`src/rtl/mem_access_ctrl.sv`:
```
// Byte-serial load/store sequencer between a RISC-V load/store unit and a
// byte-wide, single-cycle-latency synchronous memory array. One 8/16/32-bit
// access (selected by funct3) is run as 1-4 consecutive byte cycles with
// little-endian byte order; loads are sign- or zero-extended on completion.
module mem_access_ctrl #(
    parameter int ADDR_WIDTH = 11
) (
    input  logic                  clk,
    input  logic                  reset,
    input  logic                  req_valid,
    output logic                  req_ready,
    input  logic                  req_we,
    input  logic [2:0]            req_funct3,
    input  logic [31:0]           req_addr,
    input  logic [31:0]           req_wdata,
    output logic                  resp_valid,
    output logic                  resp_err,
    output logic [31:0]           resp_rdata,
    output logic                  mem_write_enable,
    output logic [ADDR_WIDTH-1:0] mem_write_address,
    output logic [7:0]            mem_write_data,
    output logic                  mem_read_enable,
    output logic [ADDR_WIDTH-1:0] mem_read_address,
    input  logic [7:0]            mem_read_data
);

    typedef enum logic [2:0] {
        S_IDLE,
        S_WRITE,
        S_READ,
        S_WAIT,
        S_DONE
    } state_t;

    state_t                r_state;
    logic [1:0]            r_k;
    logic [1:0]            r_last;
    logic [2:0]            r_funct3;
    logic [ADDR_WIDTH-1:0] r_addr;
    logic [31:0]           r_wdata;
    logic [31:0]           r_rbuf;

    logic                  r_req_ready;
    logic                  r_resp_valid;
    logic                  r_resp_err;
    logic [31:0]           r_resp_rdata;
    logic                  r_mem_we;
    logic [ADDR_WIDTH-1:0] r_mem_waddr;
    logic [7:0]            r_mem_wdata;
    logic                  r_mem_re;
    logic [ADDR_WIDTH-1:0] r_mem_raddr;

    logic [1:0]            w_next_k;
    logic [1:0]            w_capture_idx;
    logic [ADDR_WIDTH-1:0] w_next_addr;
    logic [ADDR_WIDTH-1:0] w_req_addr;
    logic [31:0]           w_rbuf_full;
    logic                  w_unused_addr;

    // Index of the last byte of the access (access size minus one)
    function automatic logic [1:0] f_last_idx(input logic [2:0] f3);
        case (f3)
            3'd1, 3'd5: f_last_idx = 2'd1;
            3'd2:       f_last_idx = 2'd3;
            default:    f_last_idx = 2'd0;
        endcase
    endfunction

    // Stores only exist as SB/SH/SW; loads add LBU/LHU
    function automatic logic f_legal(input logic we, input logic [2:0] f3);
        if (we) f_legal = (f3 == 3'd0) || (f3 == 3'd1) || (f3 == 3'd2);
        else    f_legal = (f3 == 3'd0) || (f3 == 3'd1) || (f3 == 3'd2) ||
                          (f3 == 3'd4) || (f3 == 3'd5);
    endfunction

    // Sign or zero extension of the assembled load bytes
    function automatic logic [31:0] f_extend(input logic [2:0] f3, input logic [31:0] d);
        case (f3)
            3'd0:    f_extend = {{24{d[7]}}, d[7:0]};
            3'd1:    f_extend = {{16{d[15]}}, d[15:0]};
            3'd2:    f_extend = d;
            3'd4:    f_extend = {24'd0, d[7:0]};
            3'd5:    f_extend = {16'd0, d[15:0]};
            default: f_extend = 32'd0;
        endcase
    endfunction

    assign w_next_k      = r_k + 2'd1;
    assign w_capture_idx = r_k - 2'd1;
    assign w_next_addr   = r_addr + ADDR_WIDTH'(w_next_k);
    assign w_req_addr    = req_addr[ADDR_WIDTH-1:0];
    // Upper address bits lie outside the array and are intentionally ignored
    assign w_unused_addr = ^req_addr[31:ADDR_WIDTH];

    // Load buffer with the final byte (arriving during WAIT) merged in
    always_comb begin
        w_rbuf_full = r_rbuf;
        w_rbuf_full[{r_k, 3'b000} +: 8] = mem_read_data;
    end

    // Sequencer FSM; all outputs registered alongside the state
    always_ff @(posedge clk) begin
        if (reset) begin
            r_state      <= S_IDLE;
            r_k          <= 2'd0;
            r_last       <= 2'd0;
            r_funct3     <= 3'd0;
            r_addr       <= '0;
            r_wdata      <= 32'd0;
            r_rbuf       <= 32'd0;
            r_req_ready  <= 1'b1;
            r_resp_valid <= 1'b0;
            r_resp_err   <= 1'b0;
            r_resp_rdata <= 32'd0;
            r_mem_we     <= 1'b0;
            r_mem_waddr  <= '0;
            r_mem_wdata  <= 8'd0;
            r_mem_re     <= 1'b0;
            r_mem_raddr  <= '0;
        end else begin
            case (r_state)
                S_IDLE: begin
                    if (req_valid) begin
                        r_funct3    <= req_funct3;
                        r_addr      <= w_req_addr;
                        r_wdata     <= req_wdata;
                        r_k         <= 2'd0;
                        r_last      <= f_last_idx(req_funct3);
                        r_rbuf      <= 32'd0;
                        r_req_ready <= 1'b0;
                        if (!f_legal(req_we, req_funct3)) begin
                            // Illegal size: respond immediately, never touch memory
                            r_state      <= S_DONE;
                            r_resp_valid <= 1'b1;
                            r_resp_err   <= 1'b1;
                            r_resp_rdata <= 32'd0;
                        end else if (req_we) begin
                            r_state     <= S_WRITE;
                            r_mem_we    <= 1'b1;
                            r_mem_waddr <= w_req_addr;
                            r_mem_wdata <= req_wdata[7:0];
                        end else begin
                            r_state     <= S_READ;
                            r_mem_re    <= 1'b1;
                            r_mem_raddr <= w_req_addr;
                        end
                    end
                end
                S_WRITE: begin
                    if (r_k == r_last) begin
                        r_state      <= S_DONE;
                        r_mem_we     <= 1'b0;
                        r_resp_valid <= 1'b1;
                        r_resp_err   <= 1'b0;
                        r_resp_rdata <= 32'd0;
                    end else begin
                        r_k         <= w_next_k;
                        r_mem_waddr <= w_next_addr;
                        r_mem_wdata <= r_wdata[{w_next_k, 3'b000} +: 8];
                    end
                end
                S_READ: begin
                    // Read data lags the enable by one cycle: byte k-1 arrives now
                    if (r_k != 2'd0) begin
                        r_rbuf[{w_capture_idx, 3'b000} +: 8] <= mem_read_data;
                    end
                    if (r_k == r_last) begin
                        r_state  <= S_WAIT;
                        r_mem_re <= 1'b0;
                    end else begin
                        r_k         <= w_next_k;
                        r_mem_raddr <= w_next_addr;
                    end
                end
                S_WAIT: begin
                    r_rbuf       <= w_rbuf_full;
                    r_state      <= S_DONE;
                    r_resp_valid <= 1'b1;
                    r_resp_err   <= 1'b0;
                    r_resp_rdata <= f_extend(r_funct3, w_rbuf_full);
                end
                S_DONE: begin
                    r_state      <= S_IDLE;
                    r_resp_valid <= 1'b0;
                    r_resp_err   <= 1'b0;
                    r_resp_rdata <= 32'd0;
                    r_req_ready  <= 1'b1;
                end
                default: begin
                    r_state     <= S_IDLE;
                    r_req_ready <= 1'b1;
                    r_mem_we    <= 1'b0;
                    r_mem_re    <= 1'b0;
                end
            endcase
        end
    end

    assign req_ready         = r_req_ready;
    assign resp_valid        = r_resp_valid;
    assign resp_err          = r_resp_err;
    assign resp_rdata        = r_resp_rdata;
    assign mem_write_enable  = r_mem_we;
    assign mem_write_address = r_mem_waddr;
    assign mem_write_data    = r_mem_wdata;
    assign mem_read_enable   = r_mem_re;
    assign mem_read_address  = r_mem_raddr;

endmodule

```
`config.mk`:
```
export PLATFORM = sky130hd
export DESIGN_NAME = mem_access_ctrl
export DESIGN_NICKNAME = d
export VERILOG_FILES = /design/src/rtl/mem_access_ctrl.sv
export SDC_FILE = /design/constraint.sdc
export NUM_CORES = 1
export LEC_CHECK = 0
export CORE_MARGIN = 3
export CORE_UTILIZATION = 55
export DETAILED_ROUTE_END_ITERATION = 7
export HOLD_SLACK_MARGIN = 0.1
export PLACE_DENSITY = 0.85
export SYNTH_ARGS = -nofsm -noshare
export SYNTH_HDL_FRONTEND = slang
export SYNTH_SLANG_ARGS = --single-unit
```
`constraint.sdc`:
```
create_clock -name clk -period 6.6 [get_ports clk]
set_input_delay 1.32 -clock clk [delete_from_list [all_inputs] [get_ports clk]]
set_output_delay 1.32 -clock clk [all_outputs]
set_load 0.02 [all_outputs]
```
==> metrics.md, run 1 <==
| Metric | Value |
|---|---|
| LEAKAGE | 3.317 nW |
| Final Hold Vio Count | 0 |
| CP arrival | 3.86 ns |
| Vias in the first global route | 6009 |
| GRT Util Overall | 26.00% |
| Commonest non-fill, non-tap cell in the layout | nand2_1 |
| DP HPWL | 12210 µm |
| Number of buffers inserted to repair setup after CTS | 0 |
| Drc violations | 0 |
| Largest net degree at the start of global routing | 78 |
| Post-synth top flop | dfxtp_1 |
| CTS Buf Count | 17 |
| # port buffers | 124 |
| H-tree depth | 4 |
| Netlist cell types | 66 |
| Max-slew violations | 0 |
| Crit-path slowest cell | and3_1 |
| Post-synth EDFFs | 0 |
| Yosys reg bits | 152 |
| Diodes inserted | 0 |
| Routed Antenna Nets | 0 |
| Synthesized instance count | 820 |
| Die ar. | 14110 µm² |
| Number of fill cells | 932 |
| Setup Skew | 0.01159 ns |
| Via count | 6487 |
| Global-route wire length before repair | 29810 µm |
| Routed wire length | 18520 µm |
| Post-detailed-route wirelength per cell | 17.07 µm |
| CP endpoint kind | flop |
| RSZ-0062 raised after global routing | no |
| GPL Wtd Cong | 0.9143 |
| Cell Area, Synth | 6994 µm² |
| Post-layout min period | 3.497 ns |
| DRT Pass-1 Iters | 5 |
| Max-Cap Viols | 0 |
| Die Y | 118.8 µm |
| Initial antenna violation count | 0 |
| Hold crit path type | reg2reg |
| Clock root cell | clkbuf_16 |
| Placement Cell Area | 8208 µm² |
| Syn Nets | 908 |
| Highest Clock Rate | 286.0 MHz |
| Worst-path clk slew | 0.06 ns |
| Hold Crit Depth | 2 |
| Core footprint | 12210 µm² |
| Slew HR | 14.68% |
| Finished Cell Area | 8753 µm² |
| Clk buf depth | 2 |
| Req. time, crit path | 6.96 ns |
| Vias per cell | 5.979 |
| Initial Util | 57.27% |
| Final #Nets | 993 |
| Grt ovf | 0 |
| Area of the multi-input gates | 3626 µm² |
| Area Overhead vs Synth | 25.15% |
| Avg Cell Area, Syn | 8.530 µm² |
| Num ports | 146 |
| Sequential element share of the synthesized area | 43.51% |
| RR Startpoint | r_k[1]$_SDFFE_PP0P_ |
| Worst IR Drop VDD | 0.0002288 V |
| Hold path start | r_wdata[24]$_SDFFE_PP0P_ |
| Outcome | finished clean |
| Actual slew at the worst max-slew pin | 1.274 ns |
| Post_cts resized | 0 |
| Rows | 40 |
| Initial DRC Count | 746 |
| Sink Count | 152 |
| # hold bufs at CTS | 0 |
| Pwr Total | 2.261 mW |
| TritonCTS clock tree | yes |
| Min Hold Slack | 0.4509 ns |
| Pwr Density | 258.4 nW/µm² |
| Setup tns final | 0 ns |
| Die width | 118.8 µm |
| Kind of critical path | in2reg |
| Critical Path Source | req_funct3[1] |
| Worst Setup Start Kind | primary input |
| Ys async rst share | 0% |
| Final Setup Violations | 0 |
| Final period util | 52.98% |
| Yosys Warn Count | 0 |
| Max stage delay on crit path | 0.94 ns |
| Worst-path fanout max | 32 |
| Most frequent cells in the layout | nand2_1, dfxtp_1, clkdlybuf4s50_1 |
| Clk_lat worst skew | 0.43 ns |
| Register area | 3043 µm² |
| Worst path cell trace | clkdlybuf4s50_1 > a21oi_1 > nor2_1 > nand3_1 > and3_1 > a221o_1 |
| R2R depth | 7 |
| Share of cells above drive strength 1 | 7.634% |
[kinds of logic after synthesis]
family	share of synthesized area [%]
AO/OA/AOI/OAI	24.67
XOR/XNOR	1.592
adder cells (fa/ha/maj)	1.717
buffers and inverters	4.669
flip-flops	43.51
multiplexers	3.309
AND/OR/NAND/NOR	20.54
[metal layers]
| layer | share of wire, % | global-route usage, % |
|---|---|---|
| met1 | 43 | 34.43 |
| met2 | 47 | 40.46 |
| met3 | 8.0 | 7.129 |
| met4 | 1.7 | 9.993 |
| met5 | 0 | 0 |
[final timing paths]
kind	end	slack (ns)
worst min-delay path	r_wdata[24]$_SDFFE_PP0P_	0.45
worst max register to register	resp_rdata[10]$_SDFFE_PP0P_	3.50
worst max-delay path	resp_rdata[10]$_SDFFE_PP0P_	3.10
worst min register to register	r_wdata[24]$_SDFFE_PP0P_	0.45
[power breakdown]
group          internal [mW]  switching (mW)
sequential             0.965          0.0408
clock                  0.523           0.372
combinational          0.145           0.216
[per-stage QoR]
step / instances / util, % / worst slack [ns]
after floorplan: 820 / - / 3.933
after global placement: 1054 / 67.21 / 2.771
after detailed placement: 1054 / 67.21 / 2.747
after CTS: 1085 / 71.68 / 3.154
after global routing: 1085 / 71.68 / 2.892
final: 1085 / 71.68 / 3.103
[final cells by class]
class / instances / share of cell area, %
Sequential cell: 152 / 34.76
Multi-Input combinational cell: 590 / 41.42
Inverter: 16 / 0.6861
Timing Repair Buffer: 128 / 14.49
Tap cell: 168 / 2.401
Clock inverter: 12 / 1.172
Clock buffer: 19 / 5.060
[cells in the mapped netlist (all sizes together) (4+ instances only)]
cell,count,share of area [%]
a211o,24,3.0
a31oi,13,1.2
nor2b,12,1.1
a22oi,13,1.5
nand3b,6,0.64
nor3b,4,0.64
xnor2,6,0.75
mux4,8,2.6
o211ai,9,0.97
nand3,10,0.72
buf,22,1.7
a211oi,9,0.97
o21ai,19,1.4
nand2,159,8.5
or2,5,0.45
a21oi,98,7.0
clkbuf,40,2.1
a221o,17,2.4
o2bb2ai,8,1.0
nand4,6,0.54
nor3,4,0.45
xor2,5,0.84
o41ai,4,0.93
nand2b,8,0.72
inv,16,0.86
ha,8,1.4
a22o,12,1.5
dfxtp,152,44
and3,9,0.80
mux2i,4,0.57
a21o,5,0.54
nor2,75,4.2
[registers in the layout (all words and copies together) (netlist names), 3 cells and up]
| signal | cells |
|---|---|
| mem_read_address | 11 |
| mem_write_address | 11 |
| mem_write_data | 8 |
| r_addr | 11 |
| r_funct3 | 3 |
| r_rbuf | 32 |
| r_state | 3 |
| r_wdata | 32 |
| resp_rdata | 32 |
[worst max-delay path: cells and delay by family]
| kind | cells | cell delay, ns |
|---|---|---|
| AND/OR/NAND/NOR | 3 | 1.22 |
| buffers and inverters | 1 | 0.53 |
| AO/OA/AOI/OAI | 2 | 0.76 |
Note: power is estimated with default switching activity, not from simulation.
==> run 2, diff against run 1 <==
- CORE_UTILIZATION: 55 -> 46
- PLACE_DENSITY: 0.85 -> 0.76
- clock period: 6.6 -> 2.8 ns (I/O delays scaled with it)
==> run 2 against run 1 <==
  * Wire length up 2.0%
  * Cell count rose by 3.6%
  * First-iteration DRC count decreased by 15%
  * Clock power grew to 2.6 times the previous value
  * Die area grew 19%
  * Register-to-register slack worse by 3.2 ns
  * Via count is 0.79% lower
  * Count of clock-buffer cells in the layout is 5 higher
  * Clock skew shrank 0.0019 ns
  * Power up 150%
  * Combinational power grew 150%
  * Core utilization shrank 10 points
==> metrics.md, run 2 (synthesis results as in run 1) <==
| Metric | Value |
|---|---|
| Outcome | finished clean |
| Placement Cell Area | 8406 µm² |
| Die ar. | 16720 µm² |
| Routed Antenna Nets | 0 |
| Worst-path clk slew | 0.06 ns |
| Crit-path slowest cell | dfxtp_1 |
| Min Hold Slack | 0.4541 ns |
| Vias per cell | 5.726 |
| Actual slew at the worst max-slew pin | 0.9791 ns |
| Global-route wire length before repair | 30530 µm |
| # port buffers | 124 |
| Non-Filler Instances | 1124 |
| Share of cells above drive strength 1 | 10.00% |
| DP HPWL | 12840 µm |
| Setup tns final | 0 ns |
| CP arrival | 2.85 ns |
| Post-detailed-route wirelength per cell | 16.81 µm |
| Pwr Total | 5.569 mW |
| Max-Cap Viols | 0 |
| Sink Count | 152 |
| Most frequent cells in the layout | nand2_1, dfxtp_1, clkdlybuf4s50_1 |
| Placed insts | 1092 |
| Drc violations | 0 |
| Largest net degree at the start of global routing | 96 |
| RSZ-0062 raised after global routing | no |
| Via count | 6436 |
| Worst path cell trace | inv_1 > ha_1 > and4bb_2 > a22oi_2 > or2_0 > nor2_2 > a221o_1 |
| Routed wire length | 18890 µm |
| Num ports | 146 |
| GPL Wtd Cong | 0.8548 |
| Initial DRC Count | 637 |
| Setup Skew | 0.009678 ns |
| Final Setup Violations | 0 |
| Rows | 44 |
| Finished Cell Area | 9012 µm² |
| Worst-path fanout max | 8 |
| CP endpoint kind | flop |
| Die Y | 129.3 µm |
| Vias in the first global route | 6039 |
| Clock root cell | clkbuf_16 |
| Initial antenna violation count | 0 |
| Area Overhead vs Synth | 28.86% |
| Final Hold Vio Count | 0 |
| Final #Nets | 1015 |
| Commonest non-fill, non-tap cell in the layout | nand2_1 |
| H-tree depth | 4 |
| Diodes inserted | 0 |
| Worst IR Drop VDD | 0.0004648 V |
| Clk buf depth | 2 |
| LEAKAGE | 3.470 nW |
| Post_cts resized | 0 |
| Grt ovf | 0 |
| Final period util | 90.79% |
| Kind of critical path | reg2reg |
| # hold bufs at CTS | 0 |
| Highest Clock Rate | 393.4 MHz |
| GRT Util Overall | 22.83% |
| DRT Pass-1 Iters | 5 |
| Pwr Density | 617.9 nW/µm² |
| Core footprint | 14700 µm² |
| Post-layout min period | 2.542 ns |
| Hold crit path type | reg2reg |
| Initial Util | 47.58% |
| Number of buffers inserted to repair setup after CTS | 0 |
| Slew HR | 34.73% |
| Clk_lat worst skew | 0.42 ns |
| Max stage delay on crit path | 0.44 ns |
| TritonCTS clock tree | yes |
| CTS Buf Count | 17 |
| Req. time, crit path | 3.11 ns |
| Die width | 129.3 µm |
| Worst Setup Start Kind | flop |
| Max-slew violations | 0 |
run 2: changes by cell type in the layout (fill, tap and decap cells not counted), sizes merged:
cell	previous run	this run
clkinvlp	4	1
clkbuf	19	24
buf	5	27
clkinv	6	5
run 2: path summary, 6_finish.rpt:
kind                            slack (ns)  cells after the start                           to                startpoint
worst max register to register        0.26                      7  resp_rdata[14]$_SDFFE_PP0P_       r_k[1]$_SDFFE_PP0P_
worst min register to register        0.45                      2     r_wdata[26]$_SDFFE_PP0P_  r_wdata[26]$_SDFFE_PP0P_
worst min-delay path                  0.45                      2     r_wdata[26]$_SDFFE_PP0P_  r_wdata[26]$_SDFFE_PP0P_
worst max-delay path                  0.26                      7  resp_rdata[14]$_SDFFE_PP0P_       r_k[1]$_SDFFE_PP0P_
run 2: routing by layer:
layer / global-route usage (%) / vias to the layer above / wire length [µm]
li1: - / 3127 / -
met1: 30.93 / 3062 / 8498
met2: 35.79 / 221 / 8808
met3: 5.977 / 26 / 1289
met4: 7.350 / 0 / 297
met5: 0 / - / 0
run 2: per-stage QoR:
step                      setup slack (ns)  utilization (%)
after floorplan                     0.2927                -
final                               0.2578            61.31
after detailed placement            0.1701            57.18
after global routing               0.06400            61.31
after global placement              0.2178            57.18
after CTS                           0.2658            61.31
run 2: final cells by class:
cell class | instances | area [µm²]
fill | 1255 | 5687
multi-input combinational | 590 | 3626
sequential | 152 | 3043
timing repair buffer | 150 | 1446
clock buffer | 24 | 521.8
tap | 184 | 230.2
clock inverter | 8 | 85.08
inverter | 16 | 60.06
run 2: critical path, delay by kind of cell, from the launching register on:
family / cells / cell delay (ns)
fa+ha+maj: 1 / 0.42
simple gates: 3 / 0.83
compound gates: 2 / 0.59
flops: 1 / 0.44
buf+inv: 1 / 0.14
run 2: power by group:
part           internal, mW  switching [mW]
clock                  1.40           0.915
combinational         0.371           0.520
sequential             2.27          0.0920
total                  4.04            1.53
==> RTL change 1, RTL diff (flow settings as in run 1) <==
Make the reset (`reset`) asynchronous in one clocked block.
--- a/src/rtl/mem_access_ctrl.sv
+++ b/src/rtl/mem_access_ctrl.sv
@@ -99,7 +99,7 @@
     end
 
     // Sequencer FSM; all outputs registered alongside the state
-    always_ff @(posedge clk) begin
+    always_ff @(posedge clk or posedge reset) begin
         if (reset) begin
             r_state      <= S_IDLE;
             r_k          <= 2'd0;
Behaviour: differs if reset is asserted again (counterexample within 4 cycles, from zero or initial values and one cycle with reset high); with reset held inactive, the same outputs for 4 cycles.
==> RTL change 1 against run 1 <==
- synthesized cell count shrank 17%
- non-clock buffer count grew 1
- final cell count shrank 10%
- design area grew 7.1%
- sequential cell count is the same
- count of clock-buffer cells in the layout grew 4
- fmax grew 2.9%
- via count shrank 5.9%
- global-route usage grew 1.3 points
- worst hold slack gained 0.025 ns
- setup slack gained 0.097 ns
- area after synthesis grew 7.0%
- wire length grew 5.2%
Power is not compared: it rests on default switching activity, and its combinational part moved more than twofold at a synthesized area within 25%.
==> RTL change 1: results (changes against run 1) <==
Global routing
- antenna violations before repair: 0, unchanged
- aggregate global-route resource usage: 27.3%, +1.3 points
- wire length of the first global-routing pass: 31,900 um, +7.0%
- GR met2 Demand/Resource: 45.2%, +4.7 points
- largest net degree at the start of global routing: 117, +50%
- vias in the first global route: 6,331, +5.4%
- grt met3 use: 6.13%, -1.0 points
- global routing met1 resource utilization: 34.3%, -0.11 points

Worst setup path
- data arrival time of the worst path: 3.64 ns, -0.22 ns
- maximum fanout encountered on the critical timing path: 51, +59%

Synthesis
- Synth warnings: 0, unchanged
- dominant synthesized flop cell: dfrtp_1
- unique cell type count in the Yosys netlist: 58, -12%
- Net Count, Synth: 770, -15%
- top cells by count, synth: 151 x dfrtp_1, 63 x nand2_1, 48 x mux2_2
- area fraction in compound gates after synthesis: 19.5%, -5.2 points
- mux share of post-synthesis cell area: 12.6%, +9.3 points
- cell types occupying the most area after synthesis: dfrtp_1 50%, mux2_2 7.2%, a22o_1 5.3%, nand2_1 3.2%, o21ai_0 3.1%
- post-synthesis async set-or-reset flop share: 100%, +100 points
- Avg Inst Size Synth: 11.0 sq um, +29%
- parity-gate share of the synthesized area counting xor and xnor cells: 1.50%, -0.088 points
- Seq/Total Area, Yosys: 50.8%, +7.3 points
- synthesized-area fraction occupied by adder cells: 1.60%, -0.11 points

Clocking
- buffers from clock root to sink, at most: 2, unchanged
- clock transition at the register clock pins on the worst setup and hold paths after CTS: 0.06 ns, about the same
- number of buffers created by CTS: 17, unchanged
- CTS root buf: clkbuf_16
- quantity of gates resized following cts: 0, unchanged
- H-tree depth reported by CTS: 4, unchanged
- setup bufs post-CTS: 0, unchanged

Final layout
- proportion of layout cells with a drive suffix above 1: 12.9%, +5.2 points
- # nets final: 876, -12%
- # diodes: 0, unchanged
- Cell Count, Final, Fillers Out: 972, -10%
- number of filler instances in the final layout: 890, -4.5%

STA
- relative slew slack: 23.8%, +9.1 points
- skew final: 0.00836 ns, -0.00323 ns

Run status
- status: finished clean

Route
- highest layer used for signal routing: met4
- met3 layer wire length in the routed design: 1360 um, -8.3%
- Routed met2 length: 9810 um, +13%
- First DRT Iteration DRCs: 669, -10%
- post-detailed-route wirelength per cell: 20.0 um, +17%
- iteration count of the initial detailed-routing pass: 5, unchanged
- Met1 Routed Length: 7810 um, -2.4%
- via density per instance: 6.28, +5.1%

Worst hold path
- worst hold-check path type: reg2reg

Pwr
- worst voltage drop across the vdd grid: 0.268 mV
- Leak Pwr: 3.91 nW

Placement
- final weighted congestion in routability-driven placement: 0.857, -6.3%
- Final HPWL DP: 12,800 um, +5.0%
- pre-CTS setup slack: 2.75 ns, +0.00671 ns
- placed cell count: 941, -11%

## RTL change 1: changes by cell type in the layout (fill, tap and decap cells not counted), moves of 24 or more
cell	delta
a211o_1	-24
a21oi_1	-69
a22o_1	+33
dfrtp_1	+151
dfxtp_1	-152
mux2_2	+47
nand2_1	-96
nor2_1	-38
o21ai_0	+28
o21ai_1	+32
## RTL change 1: area by class of cell
class                           instances  share of cell area, %
Clock buffer                           23                   5.10
Clock inverter                          8                   1.28
Inverter                               13                  0.574
Multi-Input combinational cell        475                   36.5
Sequential cell                       152                   40.6
Tap cell                              172                   2.30
Timing Repair Buffer                  129                   13.6
## RTL change 1: report_power, final
part	switching, W	internal, W	leakage [nW]
Sequential	0.000245	0.00122	1.95
Clock	0.000364	0.000621	0.289
Combinational	0.00104	0.000788	1.66
Total	0.00165	0.00262	3.91
## RTL change 1: metrics by stage
step / area (sq um) / total power [W]
6_report: 9380 / 0.00427
3_5_place_dp: 8780 / 0.00327
5_1_grt: 9380 / 0.00451
2_1_floorplan: 7490 / 0.00271
4_1_cts: 9380 / 0.00428
3_3_place_gp: 8780 / 0.00317
## RTL change 1: path summary, 6_finish.rpt
kind	endpoint	slack (ns)	start	cells after the start
hold reg to reg	mem_read_address[4]	0.48	mem_read_address[4]	1
setup reg to reg	mem_read_address[5]	3.34	r_k[1]	8
setup / recovery	mem_write_address[9]	3.20	req_valid	6
hold / removal	mem_read_address[4]	0.48	mem_read_address[4]	1
min in group asynchronous	mem_read_address[4]	1.53	reset	2
max in group asynchronous	req_ready	3.98	reset	3
## RTL change 1: critical path, stage by stage
cell and delay (ns):
clkdlybuf4s50_1 0.48, nor4b_4 0.17, buf_4 0.35, and4b_1 0.31
a21oi_4 0.74, o21ai_0 0.26
==> RTL change 2, RTL diff (settings of run 1) <==
Without the edit above. Change the parameter `ADDR_WIDTH` from 11 to 13.
--- a/src/rtl/mem_access_ctrl.sv
+++ b/src/rtl/mem_access_ctrl.sv
@@ -3,7 +3,7 @@
 // access (selected by funct3) is run as 1-4 consecutive byte cycles with
 // little-endian byte order; loads are sign- or zero-extended on completion.
 module mem_access_ctrl #(
-    parameter int ADDR_WIDTH = 11
+    parameter int ADDR_WIDTH = 13
 ) (
     input  logic                  clk,
     input  logic                  reset,
Interface: changed (resized mem_read_address and mem_write_address); port bits go from 146 to 150. No check against the original RTL was run, so the function may have changed too.
==> RTL change 2 against run 1 <==
- area after synthesis up 2.7%
- setup slack worse by 0.23 ns
- total power up 5.3%
- via count up 2.7%
- clock skew down 0.0020 ns
- wire length up 3.6%
- design area up 3.1%
- sequential cell count up 6
==> RTL change 2: results (changes against run 1) <==
STA
- measured slew at the worst slew-check pin: 1.16 ns, -0.113 ns
- skew final: 0.00961 ns, -0.00198 ns

Worst setup path
- reg2reg setup slack: 3.21 ns, -0.29 ns
- maximum fanout encountered on the critical timing path: 52, +63%
- Worst path slowest cell: a21o_1
- highest cell delay on the worst timing path: 0.67 ns, -0.27 ns
- source of the critical timing path: req_valid
- endpoint of the worst register-to-register path: resp_rdata[24]
- cell family with the largest share of critical-path delay: compound AO/OA/AOI/OAI gates

Final layout
- number of filler instances in the final layout: 989, +6.1%
- proportion of layout cells with a drive suffix above 1: 6.03%, -1.6 points
- # nets final: 1,021, +2.8%
- # diodes: 0, unchanged

Route
- Routed met2 length: 9130 um, +4.8%
- WL final: 19,200 um, +3.6%
- via density per instance: 5.96, -0.38%
- met3 layer wire length in the routed design: 1330 um, -10%
- iteration count of the initial detailed-routing pass: 7, +2
- Met1 Routed Length: 8410 um, +5.1%

Run status
- status: finished clean

Global routing
- aggregate global-route resource usage: 26.2%, +0.16 points
- grt met3 use: 6.17%, -0.96 points
- GR met2 Demand/Resource: 42.1%, +1.7 points
- largest net degree at the start of global routing: 105, +35%
- global routing met1 resource utilization: 34.9%, +0.44 points
- vias in the first global route: 5,984, -0.42%
- wire length of the first global-routing pass: 30,400 um, +1.9%

Placement
- pre-CTS setup slack: 2.53 ns, -0.214 ns
- count of input and output buffers: 130, +4.8%
- placed instance area: 8440 sq um, +2.8%
- Final HPWL DP: 12,500 um, +2.4%

Pwr
- worst voltage drop across the vdd grid: 0.182 mV, -20%

Synthesis
- Seq/Total Area, Yosys: 44.0%, +0.54 points
- cell types occupying the most area after synthesis: dfxtp_1 44%, nand2_1 8.4%, a21oi_1 5.4%, nor2_1 3.4%, a211o_1 3.2%
- Net Count, Synth: 937, +3.2%

Worst hold path
- worst-case hold path end point: mem_write_address[5]
- beginning of the worst hold path: mem_write_address[5]

-- RTL change 2: power by group through the flow --
stage          logic [W]  registers, W  clock network (W)
6_report        0.000374       0.00104           0.000963
5_1_grt         0.000406       0.00105            0.00102
4_1_cts         0.000372       0.00104           0.000966
3_5_place_dp    0.000368       0.00106                  0
3_3_place_gp    0.000362       0.00106                  0
2_1_floorplan   0.000228       0.00107                  0
-- RTL change 2: metrics by stage --
stage / hold slack, ns / utilization (%) / cells
2_1_floorplan: 0.433 / - / 849
3_3_place_gp: 0.439 / 66.6 / 1086
3_5_place_dp: 0.442 / 66.6 / 1086
4_1_cts: 0.450 / 71.2 / 1118
5_1_grt: 0.468 / 71.2 / 1118
6_report: 0.450 / 71.2 / 1118
-- RTL change 2: final cells by class --
| class | instances | share of cell area [%] |
|---|---|---|
| Multi-Input combinational cell | 606 | 40.5 |
| Sequential cell | 158 | 35.1 |
| Timing Repair Buffer | 138 | 15.1 |
| Clock buffer | 28 | 5.95 |
| Tap cell | 172 | 2.38 |
| Clock inverter | 4 | 0.541 |
| Inverter | 12 | 0.499 |
-- RTL change 2: how the worst max path moves through the flow --
stage / end / slack, ns / depth (start not counted)
after detailed placement: mem_write_data[1] / 2.53 / 7
final: mem_write_address[2] / 2.88 / 7
after global routing: mem_write_data[1] / 2.67 / 7
after floorplan: resp_rdata[20] / 3.80 / 12
after CTS: mem_write_address[2] / 2.88 / 7
after global placement: mem_write_address[4] / 2.61 / 7
-- RTL change 2: logic make-up after synthesis --
logic type | count (synthesis) | share of synthesized area (%)
buf+inv | 85 | 5.19
flops | 158 | 44.0
compound gates | 252 | 24.2
mux | 9 | 2.65
xor+xnor | 12 | 1.46
simple gates | 324 | 20.7
fa+ha+maj | 9 | 1.67
